[src/rtl/lsu_pkg.sv]
// lsu_pkg: access-size encodings, bus direction codes, FSM state type and strobe-mask helper for the load/store unit
package lsu_pkg;
  localparam logic [1:0] SZ_B = 2'b00;
  localparam logic [1:0] SZ_H = 2'b01;
  localparam logic [1:0] SZ_W = 2'b10;
  localparam logic [1:0] SZ_D = 2'b11;
  localparam logic MEM_READ = 1'b0;
  localparam logic MEM_WRITE = 1'b1;
  typedef enum logic [1:0] {IDLE, REQ, WAIT, DONE} lsu_state_t;
  function automatic logic [7:0] size_mask(input logic [1:0] size);
    return size == SZ_B ? 8'h01 : size == SZ_H ? 8'h03 : size == SZ_W ? 8'h0F : 8'hFF;
  endfunction
endpackage

[src/rtl/lsu_align.sv]
// lsu_align: combinational byte-lane strobe, store lane shift, load extract/extend and misalignment check
//   size/sign/off : access size, zero-extend flag (1) and byte offset within the doubleword
//   wdata         : right-aligned store data;  st_data : store data placed in its byte lanes
//   bus_rdata     : raw doubleword from the bus; ld_data : extracted and extended load value
//   strb          : byte-write strobes (lanes past byte 7 dropped); misalign : natural-alignment violation
module lsu_align
  import lsu_pkg::*;
#(
  parameter int XLEN = 64
) (
  input  logic [1:0]      size,
  input  logic            sign,
  input  logic [2:0]      off,
  input  logic [XLEN-1:0] wdata,
  input  logic [XLEN-1:0] bus_rdata,
  output logic [7:0]      strb,
  output logic [XLEN-1:0] st_data,
  output logic [XLEN-1:0] ld_data,
  output logic            misalign
);
  logic [XLEN-1:0] sh;
  logic ext;
  assign st_data = wdata << {off, 3'b000};
  assign strb = size_mask(size) << off;
  // right shift zero-fills, so a misaligned load sees zeros above byte 7 before extension
  assign sh = bus_rdata >> {off, 3'b000};
  assign ext = ~sign;
  always_comb begin
    ld_data = size == SZ_B ? {{(XLEN-8){ext & sh[7]}}, sh[7:0]} :
              size == SZ_H ? {{(XLEN-16){ext & sh[15]}}, sh[15:0]} :
              size == SZ_W ? {{(XLEN-32){ext & sh[31]}}, sh[31:0]} : sh;
    misalign = size == SZ_H ? off[0] : size == SZ_W ? |off[1:0] : size == SZ_D ? |off : 1'b0;
  end
endmodule

[src/rtl/lsu.sv]
// lsu: load/store unit issuing one aligned 64-bit bus transaction per memory instruction
//   pipeline side : req_valid/req_ready, memrw/memword/memsign, addr, wdata -> stall, done, rdata, fault
//   bus side      : bus_valid/bus_ready request handshake with bus_we/addr/wdata/strb, bus_rvalid/bus_rdata response
//   LSU_MISALIGN_TRAP_EN : when defined, misaligned accesses complete at once with fault and no bus traffic
module lsu
  import lsu_pkg::*;
#(
  parameter int XLEN = 64
) (
  input  logic            clk,
  input  logic            rst_n,
  input  logic            req_valid,
  output logic            req_ready,
  input  logic            memrw,
  input  logic [1:0]      memword,
  input  logic            memsign,
  input  logic [XLEN-1:0] addr,
  input  logic [XLEN-1:0] wdata,
  output logic            stall,
  output logic            done,
  output logic [XLEN-1:0] rdata,
  output logic            fault,
  output logic            bus_valid,
  input  logic            bus_ready,
  output logic            bus_we,
  output logic [XLEN-1:0] bus_addr,
  output logic [XLEN-1:0] bus_wdata,
  output logic [7:0]      bus_strb,
  input  logic            bus_rvalid,
  input  logic [XLEN-1:0] bus_rdata
);
`ifdef LSU_MISALIGN_TRAP_EN
  localparam logic TRAP_EN = 1'b1;
`else
  localparam logic TRAP_EN = 1'b0;
`endif
  lsu_state_t state, next;
  logic op_rw, op_sign, flt_q, idle, accept, trap, misalign;
  logic [1:0] op_size;
  logic [XLEN-1:0] op_addr, op_wdata, ld_q, st_data, ld_data;
  logic [7:0] strb;
  assign idle = state == IDLE;
  assign accept = idle && req_valid;
  assign trap = TRAP_EN && misalign;
  // in IDLE the checker looks at the live request so a trap can be decided on the accept edge
  lsu_align #(.XLEN(XLEN)) u_align (
    .size     (idle ? memword : op_size),
    .sign     (op_sign),
    .off      (idle ? addr[2:0] : op_addr[2:0]),
    .wdata    (op_wdata),
    .bus_rdata(bus_rdata),
    .strb     (strb),
    .st_data  (st_data),
    .ld_data  (ld_data),
    .misalign (misalign)
  );
  always_ff @(posedge clk)
    if (!rst_n) state <= IDLE;
    else state <= next;
  always_comb begin
    next = state;
    case (state)
      IDLE: if (req_valid) next = trap ? DONE : REQ;
      REQ: if (bus_ready) next = WAIT;
      WAIT: if (bus_rvalid) next = DONE;
      default: next = IDLE;
    endcase
  end
  always_ff @(posedge clk)
    if (!rst_n) begin
      op_rw <= MEM_READ;
      op_size <= SZ_B;
      op_sign <= 1'b0;
      op_addr <= '0;
      op_wdata <= '0;
      ld_q <= '0;
      flt_q <= 1'b0;
    end else if (accept) begin
      op_rw <= memrw;
      op_size <= memword;
      op_sign <= memsign;
      op_addr <= addr;
      op_wdata <= wdata;
      ld_q <= '0;
      flt_q <= trap;
    end else if (state == WAIT && bus_rvalid) begin
      ld_q <= op_rw == MEM_READ ? ld_data : '0;
    end
  assign req_ready = idle;
  assign stall = state == REQ || state == WAIT || accept;
  assign done = state == DONE;
  assign rdata = ld_q;
  assign fault = TRAP_EN && done && flt_q;
  assign bus_valid = state == REQ;
  assign bus_we = bus_valid && op_rw == MEM_WRITE;
  assign bus_addr = bus_valid ? {op_addr[XLEN-1:3], 3'b000} : '0;
  assign bus_wdata = bus_valid ? st_data : '0;
  assign bus_strb = bus_we ? strb : 8'h00;
endmodule

[config.mk]
export PLATFORM = sky130hd
export DESIGN_NAME = lsu
export DESIGN_NICKNAME = d
export VERILOG_FILES = /design/src/rtl/lsu_pkg.sv /design/src/rtl/lsu_align.sv /design/src/rtl/lsu.sv
export SDC_FILE = /design/constraint.sdc
export NUM_CORES = 1
export LEC_CHECK = 0
export ABC_CLOCK_PERIOD_IN_PS = 3800
export CAP_MARGIN = 20
export CORE_UTILIZATION = 35
export DETAILED_ROUTE_END_ITERATION = 10
export HOLD_SLACK_MARGIN = 0.15
export PLACE_DENSITY = 0.74
export SYNTH_ARGS = -nofsm -noshare
export SYNTH_HDL_FRONTEND = slang
export SYNTH_SLANG_ARGS = --single-unit
[constraint.sdc]
create_clock -name clk -period 3.8 [get_ports clk]
set_input_delay 0.57 -clock clk [delete_from_list [all_inputs] [get_ports clk]]
set_output_delay 0.57 -clock clk [all_outputs]
set_load 0.005 [all_outputs]
==> impl_metrics.xml, run 1 <==
<?xml version="1.0" encoding="UTF-8"?>
<metrics>
  <group name="run_status">
    <metric name="run_status" unit="">complete, no violations</metric>
  </group>
  <group name="pwr">
    <metric name="power-per-cell-area" unit="nW/um^2">602.9</metric>
    <metric name="p_int" unit="mW">5.590</metric>
    <metric name="power.ir.vdd_worst" unit="V">0.0004442</metric>
    <metric name="finalPower" unit="mW">10.01</metric>
    <metric name="power.net_switching" unit="mW">4.418</metric>
    <metric name="seq_power_share" unit="%">26.4</metric>
    <metric name="total_leakage_power" unit="nW">6.250</metric>
    <metric name="power_frac_clock" unit="%">18.3</metric>
    <metric name="pwr-share-comb" unit="%">55.3</metric>
    <metric name="switching_share" unit="%">44.14</metric>
  </group>
  <group name="run">
    <metric name="drv_cap" unit="">0</metric>
  </group>
  <group name="timing">
    <metric name="final-max-slew-violation-count" unit="">0</metric>
    <metric name="setup_ws" unit="ps">120.8</metric>
    <metric name="grt_setup_unrepaired" unit="">false</metric>
    <metric name="fmax" unit="MHz">271.8</metric>
    <metric name="fin_worst_skew" unit="ps">14.60</metric>
    <metric name="total_negative_setup_slacks" unit="ps">0</metric>
    <metric name="finalHoldViolCount" unit="">0</metric>
    <metric name="tightestPinTransition" unit="ps">879.1</metric>
    <metric name="max-slew-margin-rel" unit="%">41.39</metric>
    <metric name="holdWs" unit="ps">450.2</metric>
    <metric name="setup_viol" unit="">0</metric>
    <metric name="timing.final.crit_period" unit="ps">3679</metric>
    <metric name="layout_worst_path_cycle_share" unit="%">96.82</metric>
  </group>
  <group name="worst_setup_path">
    <metric name="worst-path-max-fanout" unit="">12</metric>
    <metric name="startpoint_type_of_the_worst_setup_path" unit="">flop</metric>
    <metric name="endpoint_kind" unit="">primary output</metric>
    <metric name="worst-setup-path-type" unit="">flop to primary output</metric>
    <metric name="worstPathRequired" unit="ps">3230</metric>
    <metric name="worst-endpoint-arrival" unit="ps">3110</metric>
  </group>
  <group name="floorplan">
    <metric name="dieWidth" unit="um">182.6</metric>
    <metric name="die_height" unit="um">182.6</metric>
    <metric name="std_cell_rows" unit="">65</metric>
    <metric name="die-area" unit="um^2">33330</metric>
    <metric name="floorplan.initialDensity" unit="%">35.88</metric>
    <metric name="top_level_ports" unit="">407</metric>
    <metric name="design.core.area" unit="um^2">31800</metric>
  </group>
  <group name="clock_network">
    <metric name="cts_htree_levels" unit="">4</metric>
    <metric name="root_buffer" unit="">sky130_fd_sc_hd__clkbuf_16</metric>
    <metric name="clkSlewWorstSetupHoldPaths" unit="ps">80</metric>
    <metric name="tritoncts" unit="">yes</metric>
    <metric name="cts.sinks" unit="">198</metric>
    <metric name="holdBufCountCts" unit="">0</metric>
    <metric name="cts_made_buffers" unit="">17</metric>
    <metric name="ctsLongestPathBuffers" unit="">2</metric>
    <metric name="clk_latency" unit="ps">460</metric>
  </group>
  <group name="route">
    <metric name="initialDrtViolationCount" unit="">1076</metric>
    <metric name="routed_wirelength" unit="mm">46.34</metric>
    <metric name="viasPerCell" unit="">5.414</metric>
    <metric name="drc" unit="">0</metric>
    <metric name="routed-via-count" unit="">12430</metric>
    <metric name="dr.pass1.iters" unit="">5</metric>
    <metric name="antenna_left" unit="">0</metric>
    <metric name="wire_per_inst" unit="um">20.18</metric>
  </group>
  <group name="synthesis">
    <metric name="ys_async_sr_fraction" unit="%">0</metric>
    <metric name="synth-seq-cells" unit="">198</metric>
    <metric name="synth_flop_cell" unit="">sky130_fd_sc_hd__dfxtp_1</metric>
    <metric name="yosys_warnings" unit="">0</metric>
    <metric name="synth_top_area_share" unit="%">34.74</metric>
    <metric name="register_area_share_after_synthesis" unit="%">34.74</metric>
    <metric name="post_synth.cell_area_avg" unit="um^2">7.567</metric>
    <metric name="synth_cell_types" unit="">51</metric>
    <metric name="synthesis.instances" unit="">1508</metric>
    <metric name="total_standard_cell_area_after_synthesis" unit="um^2">11410</metric>
    <metric name="synth_area_leaders" unit="">sky130_fd_sc_hd__dfxtp_1, sky130_fd_sc_hd__nand2_1, sky130_fd_sc_hd__a21boi_0</metric>
    <metric name="yosys.area.top_type" unit="">sky130_fd_sc_hd__dfxtp_1</metric>
    <metric name="synth_most_common_cell" unit="">sky130_fd_sc_hd__nand2_1</metric>
    <metric name="netlist_top_cells_count" unit="">sky130_fd_sc_hd__nand2_1, sky130_fd_sc_hd__dfxtp_1, sky130_fd_sc_hd__a21boi_0</metric>
    <metric name="synth_enable_flop_cells" unit="">0</metric>
  </group>
  <group name="placement">
    <metric name="place_area" unit="um^2">15870</metric>
    <metric name="weighted_congestion_reported_at_the_end_of_routability_driven_placement" unit="">0.9085</metric>
    <metric name="post-place-cells" unit="">2254</metric>
    <metric name="dp_hpwl" unit="mm">33.12</metric>
    <metric name="io_buffer_count" unit="">402</metric>
    <metric name="detailedPlace.worstSlack" unit="ps">184.0</metric>
  </group>
  <group name="final_layout">
    <metric name="layout-drive-gt1-share" unit="%">7.151</metric>
    <metric name="stdcell_count" unit="">2296</metric>
    <metric name="final_net_count" unit="">2052</metric>
    <metric name="area_growth" unit="%">45.46</metric>
    <metric name="final_core_util" unit="%">52.20</metric>
    <metric name="postLayoutCellArea" unit="um^2">16600</metric>
  </group>
  <group name="worst_hold_path">
    <metric name="hold_class" unit="">flop to flop</metric>
  </group>
  <group name="global_routing">
    <metric name="global_route_wire_length_before_repair" unit="mm">69.72</metric>
    <metric name="grt_start_max_net_pins" unit="">83</metric>
    <metric name="grt_antenna_before_repair" unit="">1</metric>
    <metric name="number_of_global_route_vias_before_repair" unit="">11853</metric>
    <metric name="gr-total-overflow" unit="">0</metric>
    <metric name="total_global_routing_track_utilization" unit="%">27.04</metric>
  </group>
</metrics>
worst max-delay path: stages (launching register included):
cell and delay, ps:
sky130_fd_sc_hd__dfxtp_1 340, sky130_fd_sc_hd__inv_1 140, sky130_fd_sc_hd__ha_4 270, sky130_fd_sc_hd__mux2i_4 330
sky130_fd_sc_hd__buf_12 190, sky130_fd_sc_hd__buf_4 140, sky130_fd_sc_hd__mux2i_1 90, sky130_fd_sc_hd__mux2i_1 300
sky130_fd_sc_hd__nand2_1 100, sky130_fd_sc_hd__a21oi_1 200, sky130_fd_sc_hd__clkdlybuf4s50_1 530
area by class of cell:
cell class                 instances  area, um^2
fill                            3026       15200
clock inverter                    13       136.4
clock buffer                      19       432.9
inverter                           6       22.52
tap                              435       544.3
timing repair buffer             454        4567
sequential                       198        3964
multi-input combinational       1170        6929
antenna                            1       2.502
path summary, 6_finish.rpt:
kind / end / slack [ps] / from / depth (start not counted)
setup / recovery: bus_wdata[57] / 120 / state[1]$_SDFFE_PN0P_ / 10
hold reg to reg: rdata[46]$_SDFFE_PP0P_ / 450 / rdata[46]$_SDFFE_PP0P_ / 2
setup reg to reg: rdata[36]$_SDFFE_PP0P_ / 520 / state[1]$_SDFFE_PN0P_ / 10
hold / removal: rdata[46]$_SDFFE_PP0P_ / 450 / rdata[46]$_SDFFE_PP0P_ / 2
per-layer routing:
metal	vias up	track usage, %	part of all wire [%]
li1	5849	-	-
met1	5924	33.09	40
met2	597	48.32	50
met3	60	5.169	7.7
met4	0	6.790	2.1
met5	-	0	0
cell usage in the layout (no fill, tap or decap), types with 13 or more instances in the layout:
master,netlist,routed
sky130_fd_sc_hd__buf_4,10,42
sky130_fd_sc_hd__o21ai_0,23,23
sky130_fd_sc_hd__nand4_1,13,13
sky130_fd_sc_hd__nand2_1,426,425
sky130_fd_sc_hd__clkbuf_16,0,17
sky130_fd_sc_hd__dfxtp_1,198,198
sky130_fd_sc_hd__mux4_2,22,22
sky130_fd_sc_hd__nor2_1,96,95
sky130_fd_sc_hd__mux2i_1,84,78
sky130_fd_sc_hd__nand3_1,56,56
sky130_fd_sc_hd__clkdlybuf4s50_1,0,400
sky130_fd_sc_hd__o22ai_1,14,14
sky130_fd_sc_hd__and2_1,71,70
sky130_fd_sc_hd__a21boi_0,132,132
sky130_fd_sc_hd__a21oi_1,111,110
power by group through the flow:
stage          registers, mW  logic [mW]  clock network [mW]
6_report                2.64        5.54                1.83
3_5_place_dp            2.68        5.29                   0
4_1_cts                 2.63        5.43                1.86
3_3_place_gp            2.67        5.23                   0
5_1_grt                 2.68        5.92                1.94
2_1_floorplan           2.59        3.30                   0
kinds of logic after synthesis:
family / synth area share [%]
adder cells (fa/ha/maj): 0.4386
flip-flops: 34.74
buffers and inverters: 5.351
AO/OA/AOI/OAI: 20.94
AND/OR/NAND/NOR: 25.80
multiplexers: 12.70
other: 0.03286
sequential cells by signal (all words and copies together) (netlist names):
register / cells
op_addr: 64
op_rw: 1
op_sign: 1
op_size: 2
op_wdata: 64
rdata: 64
state: 2
what timing repair did:
action                                  in CTS  in global routing
buffers inserted                             6                  3
cloned                                       1                  0
resized for setup                            8                  7
endpoints found under the setup margin      54                 54
pin swaps                                    0                  1
Power figures use the tool's default switching activity.
==> inputs of run 2 (changes only) <==
--- a/config.mk
+++ b/config.mk
@@ -11,6 +11,7 @@
 export DETAILED_ROUTE_END_ITERATION = 10
 export HOLD_SLACK_MARGIN = 0.15
 export PLACE_DENSITY = 0.74
+export SLEW_MARGIN = 20
 export SYNTH_ARGS = -nofsm -noshare
 export SYNTH_HDL_FRONTEND = slang
 export SYNTH_SLANG_ARGS = --single-unit
==> results of run 2 <==
Same layout as run 1: the final DEF is identical, and so are final timing and power.
==> inputs of run 3 (changes only) <==
--- a/config.mk
+++ b/config.mk
@@ -9,6 +9,7 @@
 export CAP_MARGIN = 20
 export CORE_UTILIZATION = 35
 export DETAILED_ROUTE_END_ITERATION = 10
+export GPL_TIMING_DRIVEN = 1
 export HOLD_SLACK_MARGIN = 0.15
 export PLACE_DENSITY = 0.74
 export SLEW_MARGIN = 20
==> results of run 3 <==
Same layout as run 1: the final DEF is identical, and so are final timing and power.
